File: src/rtl/mul_issue_pkg.sv
// Shared definitions for the multiplier issue block (package mul_pkg).
// Holds the operand, tag and product widths, the FSM state encoding and the
// queued request record. The magnitude helper exists only when the
// MUL_ISSUE_SIGNED_EN macro is defined.
package mul_pkg;

    localparam int unsigned TAG_W  = 4;
    localparam int unsigned OP_W   = 32;
    localparam int unsigned PROD_W = 64;

    typedef enum logic [2:0] {
        IDLE,
        START,
        ARM,
        WAIT,
        HOLD
    } state_t;

    typedef struct packed {
        logic [OP_W-1:0]  a;
        logic [OP_W-1:0]  b;
        logic [TAG_W-1:0] tag;
    } req_t;

`ifdef MUL_ISSUE_SIGNED_EN
    // Two's-complement magnitude. 0x80000000 maps to itself, which the
    // unsigned multiplier reads as 2^31.
    function automatic logic [OP_W-1:0] magnitude(input logic [OP_W-1:0] v);
        return v[OP_W-1] ? (~v + 1'b1) : v;
    endfunction
`endif

endpackage

File: src/rtl/mul_issue_if.sv
// Bus bundle for mul_issue: operand handshake (in_*), result handshake
// (out_*), the multiplier drive/return signals (mul_*) and busy.
// Modport slave is the mul_issue side; modport master is the side that
// supplies operands, consumes results and models the multiplier.
interface mul_issue_if;
    import mul_pkg::*;

    logic              in_valid;
    logic              in_ready;
    logic [OP_W-1:0]   in_a;
    logic [OP_W-1:0]   in_b;
    logic [TAG_W-1:0]  in_tag;

    logic              out_valid;
    logic              out_ready;
    logic [PROD_W-1:0] out_product;
    logic [TAG_W-1:0]  out_tag;
    logic              out_err;

    logic              mul_start;
    logic [OP_W-1:0]   mul_multiplicand;
    logic [OP_W-1:0]   mul_multiplier;
    logic [PROD_W-1:0] mul_product;
    logic              mul_finish;

    logic              busy;

    modport slave (
        input  in_valid, in_a, in_b, in_tag, out_ready, mul_product, mul_finish,
        output in_ready, out_valid, out_product, out_tag, out_err,
               mul_start, mul_multiplicand, mul_multiplier, busy
    );

    modport master (
        output in_valid, in_a, in_b, in_tag, out_ready, mul_product, mul_finish,
        input  in_ready, out_valid, out_product, out_tag, out_err,
               mul_start, mul_multiplicand, mul_multiplier, busy
    );

endinterface

File: src/rtl/mul_issue_fifo.sv
// Synchronous show-ahead operand queue for mul_issue.
// Ports: clk, rst (async, active-low), push/wdata, pop/rdata (head entry,
// valid while !empty), full, empty. DEPTH must be a power of two.
module mul_issue_fifo
    import mul_pkg::*;
#(
    parameter int unsigned DEPTH = 4
) (
    input  logic clk,
    input  logic rst,
    input  logic push,
    input  req_t wdata,
    input  logic pop,
    output req_t rdata,
    output logic full,
    output logic empty
);

    localparam int unsigned AW = $clog2(DEPTH);

    req_t          mem [DEPTH];
    logic [AW:0]   wr_ptr;
    logic [AW:0]   rd_ptr;

    // Extra pointer bit distinguishes full from empty when indices match.
    assign empty = (wr_ptr == rd_ptr);
    assign full  = (wr_ptr[AW] != rd_ptr[AW]) && (wr_ptr[AW-1:0] == rd_ptr[AW-1:0]);
    assign rdata = mem[rd_ptr[AW-1:0]];

    always_ff @(posedge clk or negedge rst) begin
        if (!rst) begin
            wr_ptr <= '0;
            rd_ptr <= '0;
        end else begin
            if (push && !full)
                wr_ptr <= wr_ptr + 1'b1;
            if (pop && !empty)
                rd_ptr <= rd_ptr + 1'b1;
        end
    end

    always_ff @(posedge clk) begin
        if (push && !full)
            mem[wr_ptr[AW-1:0]] <= wdata;
    end

endmodule

File: src/rtl/mul_issue.sv
// Issue stage in front of a sequential multiplier: queues operand requests,
// issues one multiply at a time, waits for mul_finish with a timeout, and
// holds the result until it is accepted downstream.
// Ports: clk, rst (async, active-low), bus (mul_issue_if.slave) carrying
// in_* operand handshake, out_* result handshake, mul_* multiplier drive and
// return, busy.
// Macro MUL_ISSUE_SIGNED_EN: treat operands as two's-complement, issue
// magnitudes and negate the captured product when the signs differ.
module mul_issue
    import mul_pkg::*;
#(
    parameter int unsigned FIFO_DEPTH  = 4,
    parameter int unsigned TIMEOUT_CYC = 40
) (
    input  logic           clk,
    input  logic           rst,
    mul_issue_if.slave     bus
);

    localparam int unsigned CW = $clog2(TIMEOUT_CYC + 1);

    state_t            state;
    logic [CW-1:0]     cnt;
    logic              full;
    logic              empty;
    logic              pop;
    req_t              head;
    req_t              in_req;
    logic [OP_W-1:0]   issue_a;
    logic [OP_W-1:0]   issue_b;
    logic [PROD_W-1:0] result;

    logic              mul_start;
    logic [OP_W-1:0]   mcand;
    logic [OP_W-1:0]   mplier;
    logic              out_valid;
    logic [PROD_W-1:0] out_product;
    logic [TAG_W-1:0]  out_tag;
    logic              out_err;

    assign in_req = '{a: bus.in_a, b: bus.in_b, tag: bus.in_tag};
    assign pop    = (state == IDLE) && !empty;

    mul_issue_fifo #(.DEPTH(FIFO_DEPTH)) u_fifo (
        .clk   (clk),
        .rst   (rst),
        .push  (bus.in_valid && bus.in_ready),
        .wdata (in_req),
        .pop   (pop),
        .rdata (head),
        .full  (full),
        .empty (empty)
    );

`ifdef MUL_ISSUE_SIGNED_EN
    logic neg;
    assign issue_a = magnitude(head.a);
    assign issue_b = magnitude(head.b);
    assign result  = neg ? -bus.mul_product : bus.mul_product;
`else
    assign issue_a = head.a;
    assign issue_b = head.b;
    assign result  = bus.mul_product;
`endif

    always_ff @(posedge clk or negedge rst) begin
        if (!rst) begin
            state       <= IDLE;
            cnt         <= '0;
            mul_start   <= 1'b0;
            mcand       <= '0;
            mplier      <= '0;
            out_valid   <= 1'b0;
            out_product <= '0;
            out_tag     <= '0;
            out_err     <= 1'b0;
`ifdef MUL_ISSUE_SIGNED_EN
            neg         <= 1'b0;
`endif
        end else begin
            mul_start <= 1'b0;
            case (state)
                IDLE: begin
                    // out_valid is low here, so out_tag may take the new tag now.
                    if (!empty) begin
                        mcand     <= issue_a;
                        mplier    <= issue_b;
                        out_tag   <= head.tag;
`ifdef MUL_ISSUE_SIGNED_EN
                        neg       <= head.a[OP_W-1] ^ head.b[OP_W-1];
`endif
                        mul_start <= 1'b1;
                        state     <= START;
                    end
                end
                START: begin
                    cnt   <= '0;
                    state <= ARM;
                end
                ARM: begin
                    // finish may still be stale from the previous multiply
                    cnt   <= cnt + 1'b1;
                    state <= WAIT;
                end
                WAIT: begin
                    if (bus.mul_finish) begin
                        out_product <= result;
                        out_err     <= 1'b0;
                        out_valid   <= 1'b1;
                        state       <= HOLD;
                    end else if (cnt == CW'(TIMEOUT_CYC)) begin
                        out_product <= '0;
                        out_err     <= 1'b1;
                        out_valid   <= 1'b1;
                        state       <= HOLD;
                    end else begin
                        cnt <= cnt + 1'b1;
                    end
                end
                HOLD: begin
                    if (bus.out_ready) begin
                        out_valid <= 1'b0;
                        state     <= IDLE;
                    end
                end
                default: state <= IDLE;
            endcase
        end
    end

    // in_ready is held low while reset is asserted.
    assign bus.in_ready         = rst && !full;
    assign bus.busy             = (state != IDLE) || !empty;
    assign bus.mul_start        = mul_start;
    assign bus.mul_multiplicand = mcand;
    assign bus.mul_multiplier   = mplier;
    assign bus.out_valid        = out_valid;
    assign bus.out_product      = out_product;
    assign bus.out_tag          = out_tag;
    assign bus.out_err          = out_err;

endmodule

File: src/flat_wrapper.sv
// flat-port wrapper written by rule: the top's interface ports become plain ports
module mul_issue_flat import mul_pkg::*;
#(
    parameter int unsigned FIFO_DEPTH  = 4,
    parameter int unsigned TIMEOUT_CYC = 40
)
  (clk, rst, bus_in_valid, bus_in_a, bus_in_b, bus_in_tag, bus_out_ready, bus_mul_product, bus_mul_finish, bus_in_ready, bus_out_valid, bus_out_product, bus_out_tag, bus_out_err, bus_mul_start, bus_mul_multiplicand, bus_mul_multiplier, bus_busy);
  mul_issue_if bus_i ();
  input  logic clk;
  input  logic rst;
  input wire logic [$bits(bus_i.in_valid)-1:0] bus_in_valid;
  input wire logic [$bits(bus_i.in_a)-1:0] bus_in_a;
  input wire logic [$bits(bus_i.in_b)-1:0] bus_in_b;
  input wire logic [$bits(bus_i.in_tag)-1:0] bus_in_tag;
  input wire logic [$bits(bus_i.out_ready)-1:0] bus_out_ready;
  input wire logic [$bits(bus_i.mul_product)-1:0] bus_mul_product;
  input wire logic [$bits(bus_i.mul_finish)-1:0] bus_mul_finish;
  output wire logic [$bits(bus_i.in_ready)-1:0] bus_in_ready;
  output wire logic [$bits(bus_i.out_valid)-1:0] bus_out_valid;
  output wire logic [$bits(bus_i.out_product)-1:0] bus_out_product;
  output wire logic [$bits(bus_i.out_tag)-1:0] bus_out_tag;
  output wire logic [$bits(bus_i.out_err)-1:0] bus_out_err;
  output wire logic [$bits(bus_i.mul_start)-1:0] bus_mul_start;
  output wire logic [$bits(bus_i.mul_multiplicand)-1:0] bus_mul_multiplicand;
  output wire logic [$bits(bus_i.mul_multiplier)-1:0] bus_mul_multiplier;
  output wire logic [$bits(bus_i.busy)-1:0] bus_busy;
  assign bus_i.in_valid = bus_in_valid;
  assign bus_i.in_a = bus_in_a;
  assign bus_i.in_b = bus_in_b;
  assign bus_i.in_tag = bus_in_tag;
  assign bus_i.out_ready = bus_out_ready;
  assign bus_i.mul_product = bus_mul_product;
  assign bus_i.mul_finish = bus_mul_finish;
  assign bus_in_ready = bus_i.in_ready;
  assign bus_out_valid = bus_i.out_valid;
  assign bus_out_product = bus_i.out_product;
  assign bus_out_tag = bus_i.out_tag;
  assign bus_out_err = bus_i.out_err;
  assign bus_mul_start = bus_i.mul_start;
  assign bus_mul_multiplicand = bus_i.mul_multiplicand;
  assign bus_mul_multiplier = bus_i.mul_multiplier;
  assign bus_busy = bus_i.busy;
  mul_issue #(.FIFO_DEPTH(FIFO_DEPTH), .TIMEOUT_CYC(TIMEOUT_CYC)) u_core (.clk(clk), .rst(rst), .bus(bus_i));
endmodule
File: config.mk
export PLATFORM = sky130hd
export DESIGN_NAME = mul_issue_flat
export DESIGN_NICKNAME = d
export VERILOG_FILES = /design/src/rtl/mul_issue_pkg.sv /design/src/rtl/mul_issue_if.sv /design/src/rtl/mul_issue_fifo.sv /design/src/rtl/mul_issue.sv /design/src/flat_wrapper.sv
export SDC_FILE = /design/constraint.sdc
export NUM_CORES = 1
export LEC_CHECK = 0
export BUFFER_PORTS_ARGS = -buffer_cell sky130_fd_sc_hd__buf_4
export CAP_MARGIN = 20
export CORE_AREA = 2 2 202 204
export DETAILED_ROUTE_END_ITERATION = 8
export DIE_AREA = 0 0 204 206
export HOLD_SLACK_MARGIN = 0.15
export SETUP_SLACK_MARGIN = 0.15
export SYNTH_ARGS = -nofsm -noshare
export SYNTH_HDL_FRONTEND = slang
export SYNTH_HIERARCHICAL = 1
export SYNTH_SLANG_ARGS = --single-unit
File: constraint.sdc
create_clock -name clk -period 4.55 [get_ports clk]
set_input_delay 0.6825 -clock clk [delete_from_list [all_inputs] [get_ports clk]]
set_output_delay 0.6825 -clock clk [all_outputs]
set_load 0.01 [all_outputs]
Yosys cells after proc, flatten, opt, wreduce, memory -nomap -nowiden:

Memory sizes are Yosys's and may differ from the RTL's. A register that Yosys moved wholly into a read port is not among the register bits.
Index checks and enable logic that the tools add are counted.

* mux-type cells: 19
* $add $sub $neg: 3
* bitwise logic cells: 1
* equality and inequality tests: 13
* reduce and logical (&&, ||, !) cells: 20

Operators with widths (number)
* 2-to-1 mux 64 bit: 2
* case mux 6 bit (3 select lines): 1
* case mux 3 bit (5 select lines): 1
* 2-to-1 mux 3 bit: 4
* 2-to-1 mux 6 bit: 2
* AND reduction 3 bit: 3
* 2-to-1 mux 1 bit: 8
* inequality test 2 bit, second input constant: 4
* adder 3 x 1 -> 3 bit, second input constant: 2
* adder 6 x 1 -> 6 bit, second input constant: 1
* equality test 3 x 2 -> 1 bit, second input constant: 2
* equality test 6 bit, second input constant: 1
* logical AND 1 bit: 6
* nonzero test 3 bit: 2
* AND reduction 2 bit: 2
* nonzero test 2 bit: 2
* equality test 3 x 1 -> 1 bit, second input constant: 1
* equality test 3 bit: 1
* equality test 3 bit, second input constant: 1
* logical NOT 1 bit: 3
* logical NOT 3 bit: 1
* inequality test 3 x 2 -> 1 bit, second input constant: 1
* equality test 2 bit: 1
* case mux 1 bit (2 select lines): 1
* other kinds (3): 3

* input bits: 137
* bits in registers: 82
* memory bits (writable): 272
* word-level logic and storage cells: 65
* memories kept: 1
* output and inout bits: 137

Memories
* u_core.u_fifo.mem: words 4, bits a word 68, read ports 1, clocked after memory_dff 1, wr ports 1, line mul_issue_fifo.sv:21 `req_t mem [DEPTH];`

Longest topological paths before layout:

Gate-level depths: netlist of run 1.

* depth in word-level cells: 8
* depth in mapped cells: 10
* gate-level depth less buffers: 8

Modules after synthesis:

Netlist of run 1, hierarchy kept.

Modules (own cells, without submodules)
* mul_issue_fifo: sequential area each 8318.0 sq um, area an instance 10267.3 sq um, times used 1, cells each 404
* mul_issue: sequential area each 3603.5 sq um, area an instance 5432.7 sq um, times used 1, cells each 355

Worst setup path before layout of run 1:

OpenSTA, ideal clock, no wires.

* path type: register -> register
* start: register u_core.u_fifo.rd_ptr[0]
* end: memory u_core/u_fifo/mem[3][0] (netlist bit) (enable)
* stages on the path, launching flop included: 9
* period minus slack after synthesis: 3.973 ns
* library setup time: 0.458 ns
* path slack: 0.577 ns
* data required time: 4.092 ns
* buffers on the path: 1
* arrival: 3.515 ns
* cell sequence: dfrtp_1 -> buf_6 -> xnor2_1 -> nand3_1 -> inv_1 -> nor2b_1 -> and2_1 -> nand2_1 -> a31oi_2

* cells in the longest elaborated chain, start to end: 8

RTL lines
* start: declaration: line mul_issue_fifo.sv:23 `logic [AW:0] rd_ptr;`
* start signal: assignment: line mul_issue_fifo.sv:38 `rd_ptr <= rd_ptr + 1'b1;`
* equality test 2 bit: line mul_issue_fifo.sv:27 `assign full = (wr_ptr[AW] != rd_ptr[AW]) && (wr_ptr[AW-1:0] == rd_ptr[AW-1:0]);`
* logical AND 1 bit: line mul_issue_fifo.sv:27
* via u_core.full: line mul_issue.sv:24 `logic full;`
* logical NOT 1 bit: line mul_issue.sv:132 `assign bus.in_ready = rst && !full;`
* logical AND 1 bit: line mul_issue.sv:132
* via bus_in_ready: line flat_wrapper.sv:18 `output wire logic [$bits(bus_i.in_ready)-1:0] bus_in_ready;`
* logical AND 1 bit: line mul_issue.sv:47 `.push (bus.in_valid && bus.in_ready),`
* logical AND 1 bit: line mul_issue_fifo.sv:43 `if (push && !full)`
* 2-to-1 mux 1 bit: line mul_issue_fifo.sv:43
* 2-to-1 mux 1 bit (implied by the code): line mul_issue_fifo.sv:44 `mem[wr_ptr[AW-1:0]] <= wdata;`
* end: declaration: line mul_issue_fifo.sv:21

The timed path passes the listed nets, and every way through them passes these cells.

Worst setup path in the final report of run 1:

* start: register u_core.u_fifo.rd_ptr[0]
* end: memory u_core/u_fifo/mem[3][65] (netlist bit) (enable)

* cells in the longest elaborated chain, start to end: 8

RTL lines (line)
* equality test 2 bit *: mul_issue_fifo.sv:27
* logical AND 1 bit *: mul_issue_fifo.sv:27
* via u_core.full: mul_issue.sv:24
* logical NOT 1 bit *: mul_issue_fifo.sv:43, mul_issue.sv:132
* logical AND 1 bit: mul_issue.sv:132
* logical AND 1 bit: mul_issue.sv:47
* logical AND 1 bit *: mul_issue_fifo.sv:43
* 2-to-1 mux 1 bit *: mul_issue_fifo.sv:43
* 2-to-1 mux 1 bit (implied by the code) *: mul_issue_fifo.sv:44

Mark *: on every way through the listed nets, which the timed path passes. The rest lies on a longest branch.

==> results.yml, run 1 <==
drt:
  postRouteAntennaNets: 0
  drt_pass1_iterations: 4
  drt-initial-drc-count: 440
  vias: 8041
  viasPerCell: 4.954
  avgRoutedWirePerCell_um: 20.69
  drcViolationCount: 0
  drt_wl_total_um: 33590
setup_path:
  critical-path-slowest-cell: "dfrtp_4"
  arrival_ns: 3.52
  startpoint_type: "flip-flop"
  max_stage_delay_ns: 0.82
  path_cells: "xnor2_1 > nand3_1 > inv_1 > nor2b_1 > and2_1 > nand2_1 > a31oi_4 > buf_4"
  crit_type: "reg2reg"
  worstPathMaxFanout: 28
  end_kind: "flip-flop"
  required_ns: 4.78
floorplan:
  die_w_um: 204
  core_area_um2: 40180
  die_h_um: 206
  start_util_pct: 39.07
  rows: 74
  dieArea_um2: 42020
  io_pins: 274
global_route:
  antenna_found_initial: 5
  grt_first_pass_wirelength_um: 50800
  grt_use_total_pct: 16.14
  grt-ovfl-total: 0
  grt_max_degree: 67
  met2_usage_pct: 26.09
  grt_pass1_vias: 8509
  met3_usage_pct: 4.557
  top_usage_layer: "met2"
  use_met1_pct: 21.08
place:
  portBuffers: 273
  dp.final_hpwl_um: 20940
  dp.cells: 1538
  place_ws_ns: 1.149
  gp_congestion: 0.7364
sta:
  setup_violations: 0
  max_freq_mhz: 303.6
  fin_setup_tns_ns: 0
  maxSlewHeadroom_pct: 31.00
  skew_ns: 0.01260
  fin_hold_ws_ns: 0.3302
  maxSlewViolCount: 0
  finalCriticalPeriod_ns: 3.294
  post-route-period-util_pct: 72.40
  rsz0062_at_grt: "no"
  worst_pin_slew_ns: 1.035
  hold_viol_final: 0
  setup_ws_ns: 1.256
clock_network:
  clockRootBuffer: "clkbuf_16"
  cts_num_sinks: 422
  htreeDepth: 2
  clock_path_buffers: 3
  cts_tree: "done"
  cts_made_buffers: 44
  clk_latency_ns: 0.55
  path_clk_slew_ns: 0.06
final_layout:
  drive_above_1_share_pct: 45.08
  final_cell_count_no_fill: 1623
  layout.nets: 1197
  synthToLayoutAreaGrowth_pct: 26.07
pwr:
  cellPowerDensity_nw_per_um2: 660.4
  p_leak_nw: 7.629
  peakVddDrop_mv: 0.3774
  p_sw_w: 0.003816
  seqPwrFrac_pct: 43.1
  p_int_w: 0.009256
  clkPwrFrac_pct: 26.7
  p_sw_share_pct: 29.19
  comb_power_share_pct: 30.2
run:
  cap_violations: 0
logic_synthesis:
  synth_top_cell_area_share_pct: 52.02
  syn_area_um2: 15700
  synth_cell_types: 45
  ys_warn_count: 6
  ys_seq_area_share_pct: 75.93
  yosysTopAreaCell: "edfxtp_1"
  mappedNetlistNets: 903
  synth_area_leaders: "edfxtp_1 52%, dfrtp_1 24%, mux4_2 9.8%, mux2_2 4.2%, a22o_1 3.6%"
  postSynthAreaPerCell_um2: 20.69
  ys_seq_elements: 422
  syn_inst: 759
status:
  status: "completed"
min_path:
  hold_path_class: "in2reg"
==> synthesized netlist by cell type, drive strengths merged <==
master	n
edfxtp	272
dfrtp	150
mux2	68
mux4	68
a22o	64
buf	31
inv	10
clkbuf	9
nand2	9
a21oi	8
ha	7
nor2	6
o21ai	5
o31ai	5
xnor2	5
and3	4
nor3	4
xor2	4
nand2b	3
nand3	3
a211oi	2
a31oi	2
mux2i	2
nand3b	2
nor2b	2
o2bb2ai	2
a21boi	1
a21o	1
a2bb2oi	1
a32o	1
a41oi	1
and2	1
and2b	1
and4	1
and4b	1
nor4	1
o21a	1
o221ai	1
==> layout by cell type, fill, tap and decap left out, types with 5 or more instances in the layout <==
master	count
buf_4	282
edfxtp_1	272
dfrtp_1	148
mux4_2	68
a22o_1	64
mux2_2	59
clkbuf_16	45
clkbuf_1	12
inv_1	10
clkinv_2	9
mux2_1	9
nand2_1	9
a21oi_1	8
ha_1	7
nor2_1	6
xnor2_1	5
o31ai_1	5
==> stage by stage <==
stage	area, µm²	power, W	utilization, %
after global placement	18370	0.009709	45.71
final	19790	0.01307	49.26
after global routing	19780	0.01380	49.23
after floorplan	15700	0.008041	-
after CTS	19780	0.01330	49.23
after detailed placement	18370	0.009745	45.71
==> cell type report <==
class / count / area (µm²)
Clock inverter: 19 / 177.7
Fill cell: 3352 / 20390
Timing Repair Buffer: 288 / 2218
Clock buffer: 61 / 1226
Sequential cell: 422 / 11930
Tap cell: 532 / 665.6
Inverter: 10 / 37.54
Antenna cell: 4 / 10.01
Multi-Input combinational cell: 287 / 3528
==> power by group through the flow <==
stage | registers (W) | logic [W] | clock network [W]
floorplan | 0.00580 | 0.00224 | 0
global placement | 0.00570 | 0.00400 | 0
detailed placement | 0.00573 | 0.00401 | 0
CTS | 0.00566 | 0.00404 | 0.00360
global route | 0.00577 | 0.00430 | 0.00373
finish | 0.00564 | 0.00395 | 0.00349
==> sequential cells by signal (all words and copies together), names as in the netlist, 3 cells and up <==
register	cells
u_core/bus.mul_multiplier	32
u_core/state	3
u_core/u_fifo/wr_ptr	3
u_core/bus.out_tag	4
u_core/cnt	6
u_core/u_fifo/rd_ptr	3
u_core/bus.out_product	64
u_core/u_fifo/mem	272
u_core/bus.mul_multiplicand	32
==> path summary, 6_finish.rpt <==
| kind | from | endpoint | slack, ns | cells after the start |
|---|---|---|---|---|
| min in group asynchronous | rst | u_core/bus.out_product[61] | 0.66 | 2 |
| worst max-delay path | u_core/u_fifo/rd_ptr[0] | u_core/u_fifo/mem[3][65] | 1.26 | 8 |
| worst min register to register | u_core/bus.mul_multiplier[17] | u_core/bus.mul_multiplier[17] | 0.49 | 1 |
| worst max register to register | u_core/u_fifo/rd_ptr[0] | u_core/u_fifo/mem[3][65] | 1.26 | 8 |
| worst min-delay path | bus_in_b[21] | u_core/u_fifo/mem[2][25] | 0.33 | 1 |
| max in group asynchronous | rst | u_core/bus.out_product[40] | 2.67 | 3 |
==> metal layers <==
metal,routed length (µm),vias to the layer above
met5,13,-
met4,750,2
met3,2503,50
met2,16060,258
met1,14260,4076
li1,-,3655
==> worst max-delay path, delay by kind of cell (launching register included) <==
kind | cells | cell delay (ns)
flops | 1 | 0.82
simple gates | 4 | 0.76
compound gates | 1 | 0.62
buf+inv | 2 | 0.47
xor+xnor | 1 | 0.30
==> cells by family (layout without fill, tap and decap cells) <==
kind of cell	Yosys count	in the layout	synth area share [%]
DFF	422	422	75.93
muxes	138	138	14.76
AOI/OAI and AO/OA	95	95	5.021
buffers and inverters	50	378	1.753
and+or+nand+nor	38	38	1.379
xor gates and xnor gates	9	9	0.5977
adders and majority gates	7	7	0.5578
other	0	4	0
==> timing repair <==
| item | 4_1_cts | 5_1_grt |
|---|---|---|
| hold endpoints to repair | 45 | 0 |
| hold buffers | 1 | 0 |
| buffers inserted | 0 | 0 |
| gates resized for setup | 0 | 0 |
Power figures use the tool's default switching activity.
==> run 2, diff against run 1 <==
==> constraint.sdc (replaced) <==
create_clock -name clk -period 2.9 [get_ports clk]
set_input_delay 0.435 -clock clk [delete_from_list [all_inputs] [get_ports clk]]
set_output_delay 0.435 -clock clk [all_outputs]
set_load 0.01 [all_outputs]
==> run 2 against run 1 <==
Largest power group unchanged. Combinational power increased by 69%. Final area rose by 8.2%. Clock power is 72% higher. Largest cell class unchanged. Core utilization rose by 4.1 points. Flip-flop and latch count stayed put. Global-route usage is 0.35 points higher. Sequential power up 55%. Critical path type is now reg2out. Power increased by 64%.
==> results.yml, run 2 (synthesis gave the netlist of run 1 again) <==
status:
  status: "completed"
clock_network:
  clk_latency_ns: 0.57
  cts_resized: 0
  clock_path_buffers: 3
  hold_buffers: 134
  cts_tree: "done"
  cts_made_buffers: 45
  clockRootBuffer: "clkbuf_16"
  cts_setup_buffers: 0
  path_clk_slew_ns: 0.06
  htreeDepth: 2
  cts_num_sinks: 422
setup_path:
  required_ns: 2.47
  reg2regPathDepth: 8
  crit_type: "reg2out"
  max_stage_delay_ns: 0.53
  path_cells: "xor2_2 > nor3_1 > nand3b_1 > buf_4"
  end_kind: "output port"
  crit_path_start: "u_core/u_fifo/rd_ptr[0]"
  critical-path-slowest-cell: "dfrtp_4"
  r2r_start: "u_core/u_fifo/rd_ptr[2]"
  worstPathMaxFanout: 6
  r2r-end: "u_core/u_fifo/mem[3][18]"
  r2r_slack_ns: 0.60
  startpoint_type: "flip-flop"
  arrival_ns: 2.18
sta:
  setup_violations: 0
  skew_ns: 0.01947
  maxSlewViolCount: 0
  fin_setup_tns_ns: 0
  max_freq_mhz: 382.5
  finalCriticalPeriod_ns: 2.614
  worst_pin_slew_ns: 0.7783
  fin_hold_ws_ns: 0.2638
  rsz0062_at_grt: "no"
  post-route-period-util_pct: 90.15
  maxSlewHeadroom_pct: 48.11
  hold_viol_final: 0
global_route:
  grt_use_total_pct: 16.49
  grt_max_degree: 71
  grt_pass1_vias: 9242
  grt-ovfl-total: 0
  antenna_found_initial: 1
  grt_first_pass_wirelength_um: 52780
min_path:
  hold_path_class: "in2async"
final_layout:
  layout.cells.most_common_list: "281 x buf_4, 272 x edfxtp_1, 147 x dfrtp_1"
  layout.nets: 1335
  drive_above_1_share_pct: 40.88
  largest_reg_flops: 272
  final_common_cell: "buf_4"
  synthToLayoutAreaGrowth_pct: 36.44
  final_cell_count_no_fill: 1761
place:
  gp_congestion: 0.7651
  portBuffers: 273
  dp.final_hpwl_um: 20000
  dp.cells: 1542
drt:
  postRouteAntennaNets: 0
  vias: 8587
  drt_pass1_iterations: 4
  avgRoutedWirePerCell_um: 19.54
  drcViolationCount: 0
  viasPerCell: 4.876
  drt-initial-drc-count: 548
  drt_wl_total_um: 34420
floorplan:
  die_w_um: 204
  core_area_um2: 40180
  dieArea_um2: 42020
  io_pins: 274
  die_h_um: 206
  rows: 74
  start_util_pct: 39.07
pwr:
  comb_power_share_pct: 31.1
  p_int_w: 0.01522
  seqPwrFrac_pct: 40.8
  clkPwrFrac_pct: 28.0
  peakVddDrop_mv: 0.6978
  p_sw_share_pct: 28.80
  p_leak_nw: 8.312
  p_sw_w: 0.006156
  finalPower_w: 0.02137
  cellPowerDensity_nw_per_um2: 997.8
run:
  cap_violations: 0
[run 2: changes by cell type in the layout (fill, tap and decap cells not counted), moves of 2 or more]
cell / change
dlygate4sd3_1: +133
xnor2_4: +2
clkbuf_1: -2
xnor2_1: -2
clkinv_1: +3
clkinv_8: +2
bufinv_16: +5
diode_2: -3
clkinv_2: -4
buf_12: +5
[run 2: worst max-delay path, delay by kind of cell (launching register included)]
kind                   cells  cell delay (ns)
XOR/XNOR                   1             0.23
buffers and inverters      1             0.19
flip-flops                 1             0.53
AND/OR/NAND/NOR            2             0.68
[run 2: area by class of cell]
| type | instances | area, µm² |
|---|---|---|
| Tap cell | 532 | 665.6 |
| Multi-Input combinational cell | 287 | 3571 |
| Antenna cell | 1 | 2.502 |
| Timing Repair Buffer | 425 | 3642 |
| Sequential cell | 422 | 11930 |
| Inverter | 10 | 37.54 |
| Clock buffer | 59 | 1219 |
| Fill cell | 3149 | 18760 |
| Clock inverter | 25 | 352.8 |
[run 2: stage by stage]
stage          area [µm²]  setup WS [ns]  util (%)
2_1_floorplan       15760       -0.02844         -
6_report            21420         0.2856     53.31
3_3_place_gp        18510         0.6292     46.05
4_1_cts             21420         0.2526     53.30
5_1_grt             21420         0.1505     53.31
3_5_place_dp        18510         0.6096     46.05
[run 2: how the worst max path moves through the flow]
stage	end	cells after the start
after detailed placement	u_core/u_fifo/mem[3][14]	8
final	bus_busy	4
after CTS	bus_busy	4
after floorplan	u_core/u_fifo/mem[3][0]	7
after global placement	u_core/u_fifo/mem[3][24]	8
after global routing	bus_busy	4
[run 2: power by group through the flow]
stage | Combinational (W) | Sequential (W) | Clock [W]
CTS | 0.00678 | 0.00873 | 0.00618
global placement | 0.00657 | 0.00880 | 0
finish | 0.00666 | 0.00873 | 0.00599
detailed placement | 0.00660 | 0.00884 | 0
global route | 0.00724 | 0.00890 | 0.00639
floorplan | 0.00358 | 0.00910 | 0
[run 2: per-layer routing]
layer  wire [µm]  GRT usage [%]  part of all wire, %
met3        2663          4.983                  7.7
met5           0              0                    0
met4         711          5.409                  2.1
met2       16410          27.60                   48
met1       14630          20.56                   43
==> run 3, diff against run 2 <==
--- a/config.mk
+++ b/config.mk
@@ -7,10 +7,11 @@
 export LEC_CHECK = 0
 export BUFFER_PORTS_ARGS = -buffer_cell sky130_fd_sc_hd__buf_4
 export CAP_MARGIN = 20
-export CORE_AREA = 2 2 202 204
+export CORE_AREA = 2 2 259 159
 export DETAILED_ROUTE_END_ITERATION = 8
-export DIE_AREA = 0 0 204 206
+export DIE_AREA = 0 0 261 161
 export HOLD_SLACK_MARGIN = 0.15
+export REMOVE_ABC_BUFFERS = 1
 export SETUP_SLACK_MARGIN = 0.15
 export SYNTH_ARGS = -nofsm -noshare
 export SYNTH_HDL_FRONTEND = slang
==> run 3 against run 2 <==
Combinational power increased by 0.8%. Clock-buffer cell count unchanged. Hold slack gained 0.026 ns. Core utilization shrank 0.39 points. Clock power fell by 17%. Final area fell by 1.7%. Sequential power about the same.
==> results.yml, run 3 (synthesis gave the netlist of run 1 again) <==
setup_path:
  worstPathMaxFanout: 6
  arrival_ns: 2.19
  end_kind: "output port"
  critical-path-slowest-cell: "nor3_1"
  r2r_start: "u_core/u_fifo/wr_ptr[2]"
  startpoint_type: "flip-flop"
  crit_type: "reg2out"
  max_stage_delay_ns: 0.56
  required_ns: 2.47
  crit_path_start: "u_core/u_fifo/rd_ptr[0]"
  path_cells: "xor2_2 > nor3_1 > nand3b_1 > buf_4"
  r2r_slack_ns: 0.42
clock_network:
  cts_made_buffers: 40
  clockRootBuffer: "clkbuf_16"
  clk_latency_ns: 0.53
  cts_num_sinks: 422
  clock_path_buffers: 3
  cts_tree: "done"
  htreeDepth: 2
  path_clk_slew_ns: 0.06
place:
  dp.final_hpwl_um: 21730
  place_ws_ns: 0.4498
  dp.cells: 1545
  gp_congestion: 0.8020
  placed_area_um2: 18490
  portBuffers: 273
global_route:
  grt_use_total_pct: 17.39
  grt_pass1_vias: 9312
  grt_max_degree: 67
  grt_first_pass_wirelength_um: 55730
  grt-ovfl-total: 0
  antenna_found_initial: 2
pwr:
  p_int_w: 0.01434
  p_sw_share_pct: 29.73
  peakVddDrop_mv: 0.4414
  p_leak_nw: 8.156
  finalPower_w: 0.02040
  cellPowerDensity_nw_per_um2: 968.8
  p_sw_w: 0.006065
  clkPwrFrac_pct: 24.3
  seqPwrFrac_pct: 42.8
  comb_power_share_pct: 32.9
sta:
  skew_ns: 0.01212
  setup_violations: 0
  worst_pin_slew_ns: 0.9017
  maxSlewHeadroom_pct: 39.89
  finalCriticalPeriod_ns: 2.627
  hold_viol_final: 0
  maxSlewViolCount: 0
  setup_ws_ns: 0.2732
  rsz0062_at_grt: "no"
  post-route-period-util_pct: 90.58
  max_freq_mhz: 380.7
run:
  cap_violations: 0
drt:
  vias: 8651
  postRouteAntennaNets: 0
  drt_pass1_iterations: 4
  viasPerCell: 4.941
  drt-initial-drc-count: 601
  drcViolationCount: 0
  avgRoutedWirePerCell_um: 20.60
  drt_wl_total_um: 36070
floorplan:
  io_pins: 274
  start_util_pct: 39.45
  dieArea_um2: 42020
  rows: 57
  core_area_um2: 39800
  die_h_um: 161
  die_w_um: 261
final_layout:
  layout.nets: 1334
  layout.cells.most_common_list: "285 x buf_4, 272 x edfxtp_1, 148 x dfrtp_1"
  final_cell_count_no_fill: 1751
  drive_above_1_share_pct: 40.03
  final_common_cell: "buf_4"
  largest_reg_flops: 272
  synthToLayoutAreaGrowth_pct: 34.13
  fin_area_um2: 21060
min_path:
  hold_path_class: "in2async"
status:
  status: "completed"
## run 3: cell types whose count changed in the layout (fill, tap and decap cells not counted), moves of 2 or more
cell	before	now
clkinv_1	6	2
xnor2_4	2	0
clkinv_8	2	0
clkbuf_1	10	14
bufinv_16	8	1
clkbuf_16	45	41
xnor2_1	3	5
buf_4	281	285
## run 3: final cells by class
class	instances	area (µm²)
diodes	1	2.502
clock buffers	59	1134
clock inverters	12	91.34
fillers	3211	18740
inverters	10	37.54
multi-input cells	287	3528
flip-flops and latches	422	11930
well taps	531	664.4
repair buffers	429	3672
## run 3: through the flow
stage | utilization [%] | hold slack [ns] | TNS (ns)
floorplan | - | 0.1394 | -1177.06
global placement | 46.46 | 0.2624 | 0
detailed placement | 46.46 | 0.2653 | 0
CTS | 52.91 | 0.2682 | 0
global route | 52.91 | 0.2856 | 0
finish | 52.92 | 0.2901 | 0
## run 3: power groups by stage
stage	Combinational, W	Clock (W)	Sequential [W]
4_1_cts	0.00684	0.00514	0.00874
6_report	0.00671	0.00496	0.00873
2_1_floorplan	0.00313	0	0.00941
3_3_place_gp	0.00660	0	0.00883
5_1_grt	0.00725	0.00539	0.00891
3_5_place_dp	0.00666	0	0.00884
## run 3: critical path: cells and delay by family (launching register included)
family,cells,cell delay (ns)
flip-flops,1,0.51
AND/OR/NAND/NOR,2,0.73
XOR/XNOR,1,0.23
buffers and inverters,1,0.19
## run 3: routing by layer
layer  track usage (%)  wire length, µm  share of wire, %  up-vias
met5                 0                7             0.019        -
met4             5.449              963               2.7        2
met3             3.782             1937               5.4       66
met2             26.09            16530                46      209
met1             25.54            16640                46     4466
li1                  -                -                 -     3908
## run 3: final timing paths
check                                                   to  depth (start not counted)
max                                               bus_busy                          4
min                        u_core/bus.mul_multiplicand[19]                          2
max reg2reg                       u_core/u_fifo/mem[3][36]                          8
min reg2reg                  u_core/bus.mul_multiplier[14]                          1
max in group asynchronous  u_core/bus.mul_multiplicand[12]                          4
min in group clk                           u_core/state[0]                          4
## run 3: what timing repair did
action                                  in CTS  in global routing
buffers inserted                             0                  0
hold buffers                               134                  0
gates resized for setup                      0                  0
endpoints found under the hold margin      368                  0
endpoints found under the setup margin       0                  0
